**config.mk**
```make
export PLATFORM = sky130hd
export DESIGN_NAME = bp_fe_cmd_sched
export DESIGN_NICKNAME = d
export VERILOG_FILES = /design/src/rtl/bp_fe_cmd_sched.sv
export SDC_FILE = /design/constraint.sdc
export NUM_CORES = 1
export LEC_CHECK = 0
export ABC_CLOCK_PERIOD_IN_PS = 44700
export BUFFER_PORTS_ARGS = -buffer_cell sky130_fd_sc_hd__buf_2
export CELL_PAD_IN_SITES_DETAIL_PLACEMENT = 1
export CELL_PAD_IN_SITES_GLOBAL_PLACEMENT = 2
export CORE_UTILIZATION = 25
export CTS_BUF_LIST = sky130_fd_sc_hd__clkbuf_16
export DETAILED_ROUTE_END_ITERATION = 10
export PLACE_DENSITY_LB_ADDON = 0.08
export SLEW_MARGIN = 20
export SYNTH_ARGS = -nofsm -noshare
export SYNTH_HDL_FRONTEND = slang
export SYNTH_SLANG_ARGS = --single-unit
```
**constraint.sdc**
```tcl
create_clock -name clk_i -period 44.7 [get_ports clk_i]
set_input_delay 6.705 -clock clk_i [delete_from_list [all_inputs] [get_ports clk_i]]
set_output_delay 6.705 -clock clk_i [all_outputs]
set_load 0.05 [all_outputs]
```
**src/rtl/bp_fe_cmd_sched.sv**
```systemverilog
// Front-end command scheduler: a single redirect slot plus a small attaboy FIFO.
// The FIFO head overrides the redirect slot once it has been starved long enough.
module bp_fe_cmd_sched #(
   parameter int cmd_width_p    = 128,
   parameter int attaboy_els_p  = 4,
   parameter int starve_limit_p = 8
) (
   input  logic                                   clk_i,
   input  logic                                   reset_i,
   input  logic [cmd_width_p-1:0]                 cmd_i,
   input  logic                                   cmd_attaboy_i,
   input  logic                                   cmd_v_i,
   output logic                                   cmd_ready_and_o,
   output logic [cmd_width_p-1:0]                 cmd_o,
   output logic                                   cmd_v_o,
   input  logic                                   cmd_yumi_i,
   input  logic                                   attaboy_flush_i,
   output logic                                   attaboy_drop_o,
   output logic [$clog2(attaboy_els_p+1)-1:0]     attaboy_count_o
);

   localparam int PW = (attaboy_els_p > 1) ? $clog2(attaboy_els_p) : 1;
   localparam int CW = $clog2(attaboy_els_p + 1);
   localparam int SW = $clog2(starve_limit_p + 1);
   localparam logic [CW-1:0] FULL_CNT   = CW'(attaboy_els_p);
   localparam logic [SW-1:0] STARVE_MAX = SW'(starve_limit_p);

   logic                   slot_v_q, slot_v_d;
   logic [cmd_width_p-1:0] slot_q, slot_d;
   logic [cmd_width_p-1:0] mem_q [attaboy_els_p];
   logic [PW-1:0]          rd_q, rd_d, wr_q, wr_d;
   logic [CW-1:0]          cnt_q, cnt_d;
   logic [SW-1:0]          starve_q, starve_d;
   logic                   drop_q, drop_d;

   logic fifo_v, sel_fifo, accept, enq_att, deq_fifo, deq_slot, full, overflow;

   always_comb begin
      fifo_v   = (cnt_q != {CW{1'b0}});
      sel_fifo = fifo_v & ((starve_q == STARVE_MAX) | ~slot_v_q);
      accept   = cmd_v_i & ~slot_v_q;
      enq_att  = accept & cmd_attaboy_i;
      deq_fifo = cmd_yumi_i & sel_fifo;
      deq_slot = cmd_yumi_i & ~sel_fifo & slot_v_q;
      full     = (cnt_q == FULL_CNT);
      // Overflow evicts the oldest attaboy; a flush or a same-cycle dequeue makes room instead.
      overflow = enq_att & full & ~deq_fifo & ~attaboy_flush_i;
   end

   always_comb begin
      slot_v_d = slot_v_q;
      slot_d   = slot_q;
      if (deq_slot) begin
         slot_v_d = 1'b0;
      end else if (accept & ~cmd_attaboy_i) begin
         slot_v_d = 1'b1;
         slot_d   = cmd_i;
      end else begin
         slot_v_d = slot_v_q;
      end
   end

   always_comb begin
      rd_d  = rd_q;
      wr_d  = wr_q + PW'(enq_att);
      cnt_d = cnt_q;
      if (attaboy_flush_i) begin
         rd_d  = wr_q;
         cnt_d = CW'(enq_att);
      end else begin
         rd_d = rd_q + PW'(deq_fifo | overflow);
         if (enq_att & ~deq_fifo & ~full) begin
            cnt_d = cnt_q + CW'(1);
         end else if (deq_fifo & ~enq_att) begin
            cnt_d = cnt_q - CW'(1);
         end else begin
            cnt_d = cnt_q;
         end
      end
   end

   always_comb begin
      drop_d = overflow;
      if (attaboy_flush_i | deq_fifo | ~fifo_v) begin
         starve_d = {SW{1'b0}};
      end else if (slot_v_q & (starve_q != STARVE_MAX)) begin
         starve_d = starve_q + SW'(1);
      end else begin
         starve_d = starve_q;
      end
   end

   always_ff @(posedge clk_i) begin
      if (reset_i) begin
         slot_v_q <= 1'b0;
         slot_q   <= {cmd_width_p{1'b0}};
         rd_q     <= {PW{1'b0}};
         wr_q     <= {PW{1'b0}};
         cnt_q    <= {CW{1'b0}};
         starve_q <= {SW{1'b0}};
         drop_q   <= 1'b0;
      end else begin
         slot_v_q <= slot_v_d;
         slot_q   <= slot_d;
         rd_q     <= rd_d;
         wr_q     <= wr_d;
         cnt_q    <= cnt_d;
         starve_q <= starve_d;
         drop_q   <= drop_d;
      end
   end

   // Storage carries no reset; occupancy is tracked by the pointers and count.
   always_ff @(posedge clk_i) begin
      if (enq_att & ~reset_i) begin
         mem_q[wr_q] <= cmd_i;
      end
   end

   assign cmd_ready_and_o = ~slot_v_q;
   assign cmd_v_o         = slot_v_q | fifo_v;
   assign cmd_o           = sel_fifo ? mem_q[rd_q] : slot_q;
   assign attaboy_drop_o  = drop_q;
   assign attaboy_count_o = cnt_q;

endmodule

```
Word level (Yosys, flattened, before mapping). Memory sizes are Yosys's and may differ from the RTL's. A register that Yosys moved wholly into a read port is not among the register bits. Cells that the tools add are included.

Equal/unequal tests: 3. Mux-type cells: 8. Bitwise operators: 30. Reduce and logical (&&, ||, !) cells: 7. Add/sub/neg operators: 5.

Operators by type and width (count): $mux 128 (1); $and 1x1->1 (15); $not 1->1 (10); $mux 3 (2); $reduce_bool 3->1 (2); $reduce_or 2->1 (3); $or 1x1->1 (5); $add 2x1->2 (2); $add 4x1->4 const B (1); $eq 4x4->1 const B (1); $mux 2 (2); $ne 4x4->1 const B (1); $add 3x1->3 const B (1); $eq 3x3->1 const B (1); $mux 1 (3); $sub 3x1->3 const B (1); $reduce_and 2->1 (1); $reduce_bool 2->1 (1).

Logic and storage cells: 62. Input bits: 134. RAM bits: 512. Output and inout bits: 134. Flip-flop bits (word level): 141. Memories: 1.

Memory list: mem_q (depth 4, bits a word 128, read ports 1, clocked after Yosys merged registers in 1, write ports 1, RTL line 30) `logic [cmd_width_p-1:0] mem_q [attaboy_els_p];`.

Depth between registers and ports, before layout. Gate-level depths: netlist of the first run.

Depth after elaboration: 11. Mapped depth: 11. Depth with buffers taken out: 11.

Least setup slack after synthesis of the first run. No wires, ideal clock.

Kind: in2reg. Start: input reset_i. End: memory mem_q[1][0] (enable). Path buffers: 1. Arrival: 19964 ps. Cell stages on the path: 2. Path slack: 23762 ps. Setup time: 973 ps. Required time: 43727 ps. Path through: clkbuf_1 -> nor4b_1.

Longest elaborated chain between the ends: 4.

RTL lines: start: declaration (RTL line 9) `input logic reset_i,`; $not 1->1 (RTL line 115) `if (enq_att & ~reset_i) begin`; $and 1x1->1 (RTL line 115); $mux 1 (RTL line 115); $mux 1 (implied by the code) (RTL line 116) `mem_q[wr_q] <= cmd_i;`; end: declaration (RTL line 30).

No other way between the ends.

==> metrics, run 1 <==
fill cell count=10600; Rows=approximately 120; Yosys top cell area share=about three fifths; net switching power=0.351 mW; Final Hold Viols=0; f_max=about 93 MHz; initial antenna violation count=20; Reg power frac=between 40% and 50%; CP Capture Type=output port; cells along the critical path=buf_4, buf_4, mux4_2, mux2_4, buf_2; layout cells sized above 1=between 30% and 40%; Final Instance Area=around 30000 µm²; M3 GR Usage=approximately 3.2%; VDD IR max=23.5 µV; Die ar.=a little over 100000 µm²; area delta synth->final=20.5%; Post-synth EDFFs=512; cts repair resizes=0; mux contribution to synthesized area=between 15 and 20%; Data arrival, critical path=~4 ns; Clock Power Share=between 40% and 50%; total of max-cap violations=0; initial DRC count=527; Vias/cell=between 4 and 5; Period minus WS final=10.70 ns; DR WL/cell=approximately 23 µm; adder-cell share of the synthesized area=less than 1%; Sinks on Clock Net=between 600 and 700; final hold slack=between 0.4 and 0.5 ns; port bufs=between 200 and 300; CTS Buf Count=80; largest family of logic cells by synthesized area=multiplexers; post-synth cell types=41; post-route ant nets=0; Final nets=1888; fin util=30.4%; DRC violations left=0; setup bufs post-CTS=0; Total Routing Usage GR=between 10 and 15%; pwr dens=between 40 and 50 nW/µm²; required time of the critical path=~38 ns; Mapped Cells=about 1500; vias in the first global route=15400; Post-synth top flop=edfxtp_1; switching part of the total=around 25%; First-pass DRT Iterations=6; die width=about 320 µm; layer carrying the most global-route usage=met2; RSZ-0062 raised after global routing=no; Pleak=10.5 nW; Syn Nets=1602; CTS Hold Buffers Added=0; hpwl dp=roughly 40 mm; clock skew=about 0.016 ns; Avg Cell Area, Syn=between 15 and 20 µm²; Vert. Die Dim=322 µm; run status=completed; mapped cell area=25600 µm²; fin. max-slew vios=0; sequential cell area=approximately 18000 µm²; Final Setup Violations=0; Clock Path Buffers=3; placed inst area=between 20000 and 30000 µm²; multi-input logic area=6900 µm²; largest fanout on the critical path=37; cell at the root of the clock tree=clkbuf_16; Synth Warn #=0; Initial Utilization=about a quarter; Synth area leaders=edfxtp_1 (60%), mux4_2 (11%), dfxtp_1 (11%); HP Class=reg -> reg; async set or reset register ratio after synthesis=0%; GRT overflow=0; Least-Margin Pin Slew=1.02 ns; clock latency on the worst-skew pair=~0.64 ns; Placer Congestion=between 0.6 and 0.7; fin crit share=between 20% and 30%; Comb power frac=a little under a tenth; H-Tree Depth=3; Slew headroom=32.0%; CP peak stage delay=between 0.7 and 0.8 ns; met2 GRT Util=roughly 24%; largest net degree at the start of global routing=between 100 and 150; Post-Synth Simple-Gate Area=under 10%; first-pass GRT wire length=between 100 and 150 mm; critical path class=reg -> out; CP most frequent cell=buf_4; post-synthesis sequential area ratio=a little under three quarters; vias=~14000; Yosys reg bits=roughly 650; area leader, netlist=edfxtp_1; startpoint types=register; core area=just over 100000 µm²; I/O pin cnt=roughly 270; CP max stage cell=buf_4; Internal=roughly 1.1 mW; met1 Track Usage GR=17.6%; Compound-Gate Fraction of Synth Area=under 10%; XOR/XNOR Fraction of Synth Area=less than 1%; Post-Route WL=about 73 mm; clock transition at the registers of the reported paths=0.05 ns; Fin Setup TNS=0 ns; CTS tree=yes
[layer usage]
metal | vias to the layer above | share of wire [%]
met2 | 265 | 50
met4 | 20 | 1.9
li1 | 6217 | -
met5 | - | 0.18
met1 | 7246 | 43
met3 | 108 | 4.7
[power groups by stage]
stage / registers (mW) / clock network (mW) / logic (mW)
floorplan: 0.685 / 0 / 0.0987
global placement: 0.684 / 0 / 0.139
detailed placement: 0.685 / 0 / 0.140
CTS: 0.672 / 0.639 / 0.140
global route: 0.673 / 0.657 / 0.146
finish: 0.672 / 0.611 / 0.136
[final cells by class]
cell class                 instances  area share, %
antenna                            6         0.0486
clock inverter                    64           1.18
tap                             1368           5.55
sequential                       653           59.0
inverter                           7         0.0851
timing repair buffer             292           5.00
clock buffer                      84           6.81
multi-input combinational        715           22.3
[final timing paths]
check,depth (start not counted),end,start,slack [ns]
worst min-delay path,2,slot_q[9],slot_q[9],0.45
worst max-delay path,5,cmd_o[82],rd_q[0],34.00
worst max register to register,4,mem_q[3][84],slot_v_q,41.37
worst min register to register,2,slot_q[9],slot_q[9],0.45
[registers in the layout (all words and copies together), names as in the netlist]
name / cells
wr_q: 2
mem_q: 512
attaboy_drop_o: 1
rd_q: 2
starve_q: 4
slot_q: 128
attaboy_count_o: 3
slot_v_q: 1
[logic make-up after synthesis]
| group | Yosys count |
|---|---|
| AO/OA/AOI/OAI | 149 |
| XOR/XNOR | 5 |
| adder cells (fa/ha/maj) | 5 |
| buffers and inverters | 95 |
| flip-flops | 653 |
| multiplexers | 258 |
| AND/OR/NAND/NOR | 298 |
[through the flow]
stage | cells | power [mW] | setup WS, ns
after detailed placement | 3035 | 0.825 | 34.45
after global placement | 3035 | 0.823 | 34.46
after floorplan | 1463 | 0.784 | 23.76
final | 3189 | 1.42 | 34.00
after global routing | 3187 | 1.48 | 33.59
after CTS | 3183 | 1.45 | 33.72
[placed cells by master (no fill, tap or decap), drive strengths merged, types with 5 or more instances in the layout]
cell type,n
diode,6
nor2,13
o21ai,5
clkbuf,84
a21oi,135
mux4,128
buf,292
nand2,263
mux2,128
clkinv,33
dfxtp,141
edfxtp,512
nor3,5
inv,34
[synthesized netlist by cell type (3+ instances only)]
master	n
a21oi_1	134
buf_1	8
buf_2	33
buf_4	13
buf_6	15
clkbuf_1	19
dfxtp_1	141
edfxtp_1	512
ha_1	4
inv_1	7
mux2_2	19
mux2_4	109
mux4_2	128
nand2_1	263
nand3_1	4
nand4_1	3
nor2_1	13
nor3_1	4
o21ai_0	5
xnor2_1	3
[worst max-delay path: cells and delay by family (launching register included)]
kind | cells | cell delay, ns
flops | 1 | 0.64
mux | 2 | 0.87
buf+inv | 3 | 1.77
Note: power is estimated with default switching activity, not from simulation.
==> run 2: changes to the inputs <==
Settings changed: ABC_AREA set to 1, ABC_CLOCK_PERIOD_IN_PS 44700 to 10900.
Clock period 44.7 ns to 10.9 ns, I/O delays scaled along.
==> run 2 against run 1 <==
Against the previous run:
- synthesized cell count rose by 48%
- count of clock-buffer cells in the layout fell by 1
- global-route usage rose by 0.74 points
- flip-flop and latch count did not move
- final cell count rose by 20%
- synthesized area barely moved
- via count rose by 25%
==> metrics, run 2 <==
Pleak=10.7 nW (+1.6%); Reg power frac=45.8% (-1.6 points); DR WL/cell=20.1 µm (-12%); CP peak stage delay=0.75 ns (-0.04 ns); setup ws final=5.35 ns (-28.66 ns); Synth top cells by count=nor2_1 (522), edfxtp_1 (512), o21ai_0 (222), inv_1 (143), dfxtp_1 (141); multi-input logic area=6170 µm² (-11%); Die ar.=104000 µm² (about the same); mapped cell area=25600 µm² (about the same); Vert. Die Dim=322 µm (about the same); Post-Route WL=76.9 mm (+5.3%); Synth area leaders=edfxtp_1 (60%), dfxtp_1 (11%), nor2_1 (7.6%); pwr dens=197 nW/µm² (+330%); Slew headroom=31.7% (-0.26 points); core area=102000 µm² (+0.14%); setup bufs post-CTS=0 (unchanged); critical path class=reg -> out; Syn Nets=2311 (+44%); Final Power=6.04 mW (+330%); Biggest register=mem_q; fin crit share=around half; HP Class=reg -> reg; Clock Path Buffers=3 (unchanged); CP max stage cell=dfxtp_4; post-synthesis sequential area ratio=71.0% (about the same); Final Instance Area=30600 µm² (-0.81%); async set or reset register ratio after synthesis=0% (unchanged); Mapped Cells=2172 (+48%); area delta synth->final=19.5%; startpoint types=register; clock transition at the registers of the reported paths=0.06 ns (about the same); initial antenna violation count=12 (-40%); Avg Cell Area, Syn=11.8 µm² (-33%); RSZ-0062 raised after global routing=no; CTS Hold Buffers Added=0 (unchanged); FF-to-FF setup slack=7.29 ns (-34.08 ns); adder-cell share of the synthesized area=0.274% (about the same); port bufs=267 (unchanged); net switching power=1.70 mW (+380%); Compound-Gate Fraction of Synth Area=13.3% (+10 points); Initial Utilization=25.2% (-0.028 points); largest family of logic cells by synthesized area=compound AO/OA/AOI/OAI gates; Placer Congestion=0.695 (+3.2%); Internal=4.34 mW (+310%); Least-Margin Pin Slew=1.02 ns (+0.00392 ns); post-route ant nets=0 (unchanged); CTS tree=yes; Clock Power Share=40.7% (-2.4 points); layout cells sized above 1=16.4% (-20 points); cts repair resizes=0 (unchanged); cell at the root of the clock tree=clkbuf_16; DRC violations left=0 (unchanged); die width=322 µm (about the same); vias=17400 (+25%); CP delay by family, top=buffers and inverters; switching part of the total=28.2% (+3.4 points); flip-flop count of the largest register after layout=512 (unchanged); Setup Slack @ Placement=5.85 ns (-28.59 ns); count leader, synth=nor2_1; Period minus WS final=about 5.6 ns; H-Tree Depth=3 (unchanged); required time of the critical path=9.27 ns (-28.72 ns); clock latency on the worst-skew pair=0.62 ns (-0.02 ns); hpwl dp=43.3 mm (+8.2%); I/O pin cnt=268 (unchanged); Final nets=2533 (+34%); Worst Path Buf+Inv=3 (unchanged); Comb power frac=13.5% (+3.9 points); biggest regs=mem_q (512), slot_q (128), starve_q (4); VDD IR max=89.7 µV (+280%); XOR/XNOR Fraction of Synth Area=0.137% (-0.034 points); Vias/cell=4.53 (+4.3%); Non-Filler Instances=3832 (+20%); Sinks on Clock Net=653 (unchanged); Post-synth top flop=edfxtp_1; total of max-cap violations=0 (unchanged); commonest non-fill, non-tap cell in the layout=nor2_1; largest fanout on the critical path=67 (+81%); Post-Synth Simple-Gate Area=10.2% (+5.6 points); CP most frequent cell=buf_4; fill cell count=11200 (+5.3%); mux contribution to synthesized area=0% (-19 points); Data arrival, critical path=3.92 ns (-0.07 ns); Post-synth EDFFs=512 (unchanged); GRT overflow=0 (unchanged); First-pass DRT Iterations=4 (-2); Rows=117 (unchanged); fin. max-slew vios=0 (unchanged); Yosys top cell area share=60.0% (about the same); cells along the critical path=buf_4, buf_4, nor2_1, o32ai_1, nand2_1, o21ai_1, buf_2; vias in the first global route=18700 (+21%); run status=completed; Yosys reg bits=653 (unchanged); Final Setup Violations=0 (unchanged); CTS Buf Count=81 (+1.3%); initial DRC count=821 (+56%); highest-count cells in the layout ignoring fill and taps=nor2_1 (522), edfxtp_1 (512), buf_2 (266); sequential cell area=18200 µm² (unchanged); Final Hold Viols=0 (unchanged); clock skew=0.0108 ns (-0.00543 ns); CP Capture Type=output port; f_max=roughly 180 MHz; post-synth cell types=27 (-34%); area leader, netlist=edfxtp_1; placed inst area=28200 µm² (-0.66%); Total Routing Usage GR=14.9% (+0.74 points); Placed Cells=3679 (+21%); largest net degree at the start of global routing=135 (+32%); Synth Warn #=0 (unchanged); first-pass GRT wire length=117 mm (+9.8%)
## run 2: changes by cell type in the layout (fill, tap and decap cells not counted), moves of 36 or more
cell	change
o32ai_1	+128
nand2_1	-124
mux2_4	-109
o21ai_0	+217
o21ai_1	+36
nor2_1	+509
mux4_2	-128
a21oi_1	-127
a211oi_1	+128
inv_1	+143
## run 2: cell families after synthesis
| kind of cell | count (synthesis) |
|---|---|
| buf+inv | 301 |
| fa+ha+maj | 5 |
| flops | 653 |
| compound gates | 522 |
| xor+xnor | 4 |
| simple gates | 687 |
## run 2: cell type report
class                      count  area share, %
tap                         1368           5.59
timing repair buffer         294           5.04
inverter                     146           1.86
multi-input combinational   1218           20.1
antenna                        4         0.0327
clock inverter                66           1.08
sequential                   653           59.5
clock buffer                  83           6.78
## run 2: worst min-delay path, delay by kind of cell (launching register included)
kind,cells,cell delay (ns)
AOI/OAI and AO/OA,1,0.06
buffers and inverters,1,0.06
DFF,1,0.30
## run 2: power groups by stage
| stage | Combinational [mW] | Clock (mW) | Sequential (mW) |
|---|---|---|---|
| finish | 0.817 | 2.46 | 2.77 |
| global route | 0.892 | 2.64 | 2.77 |
| CTS | 0.843 | 2.56 | 2.77 |
| detailed placement | 0.840 | 0 | 2.82 |
| global placement | 0.832 | 0 | 2.82 |
| floorplan | 0.576 | 0 | 2.82 |
## run 2: path summary, 6_finish.rpt
check / cells past startpoint / endpoint / start
worst max-delay path: 7 / cmd_o[108] / rd_q[0]
worst min-delay path: 2 / slot_q[78] / slot_q[78]
worst max register to register: 6 / mem_q[2][103] / slot_v_q
worst min register to register: 2 / slot_q[78] / slot_q[78]
## run 2: metrics by stage
step                util [%]  setup TNS [ns]  hold WS, ns
floorplan                  -         -334.52        0.434
global placement        27.7               0        0.445
detailed placement      27.7               0        0.449
CTS                     30.1               0        0.462
global route            30.1               0        0.474
finish                  30.1               0        0.456
## run 2: routing by layer
metal	vias to the layer above	part of all wire [%]	GRT usage (%)
met5	-	0.10	0
met4	12	2.0	3.71
met3	106	4.3	3.29
met2	256	48	25.2
met1	8741	46	19.1
li1	8244	-	-
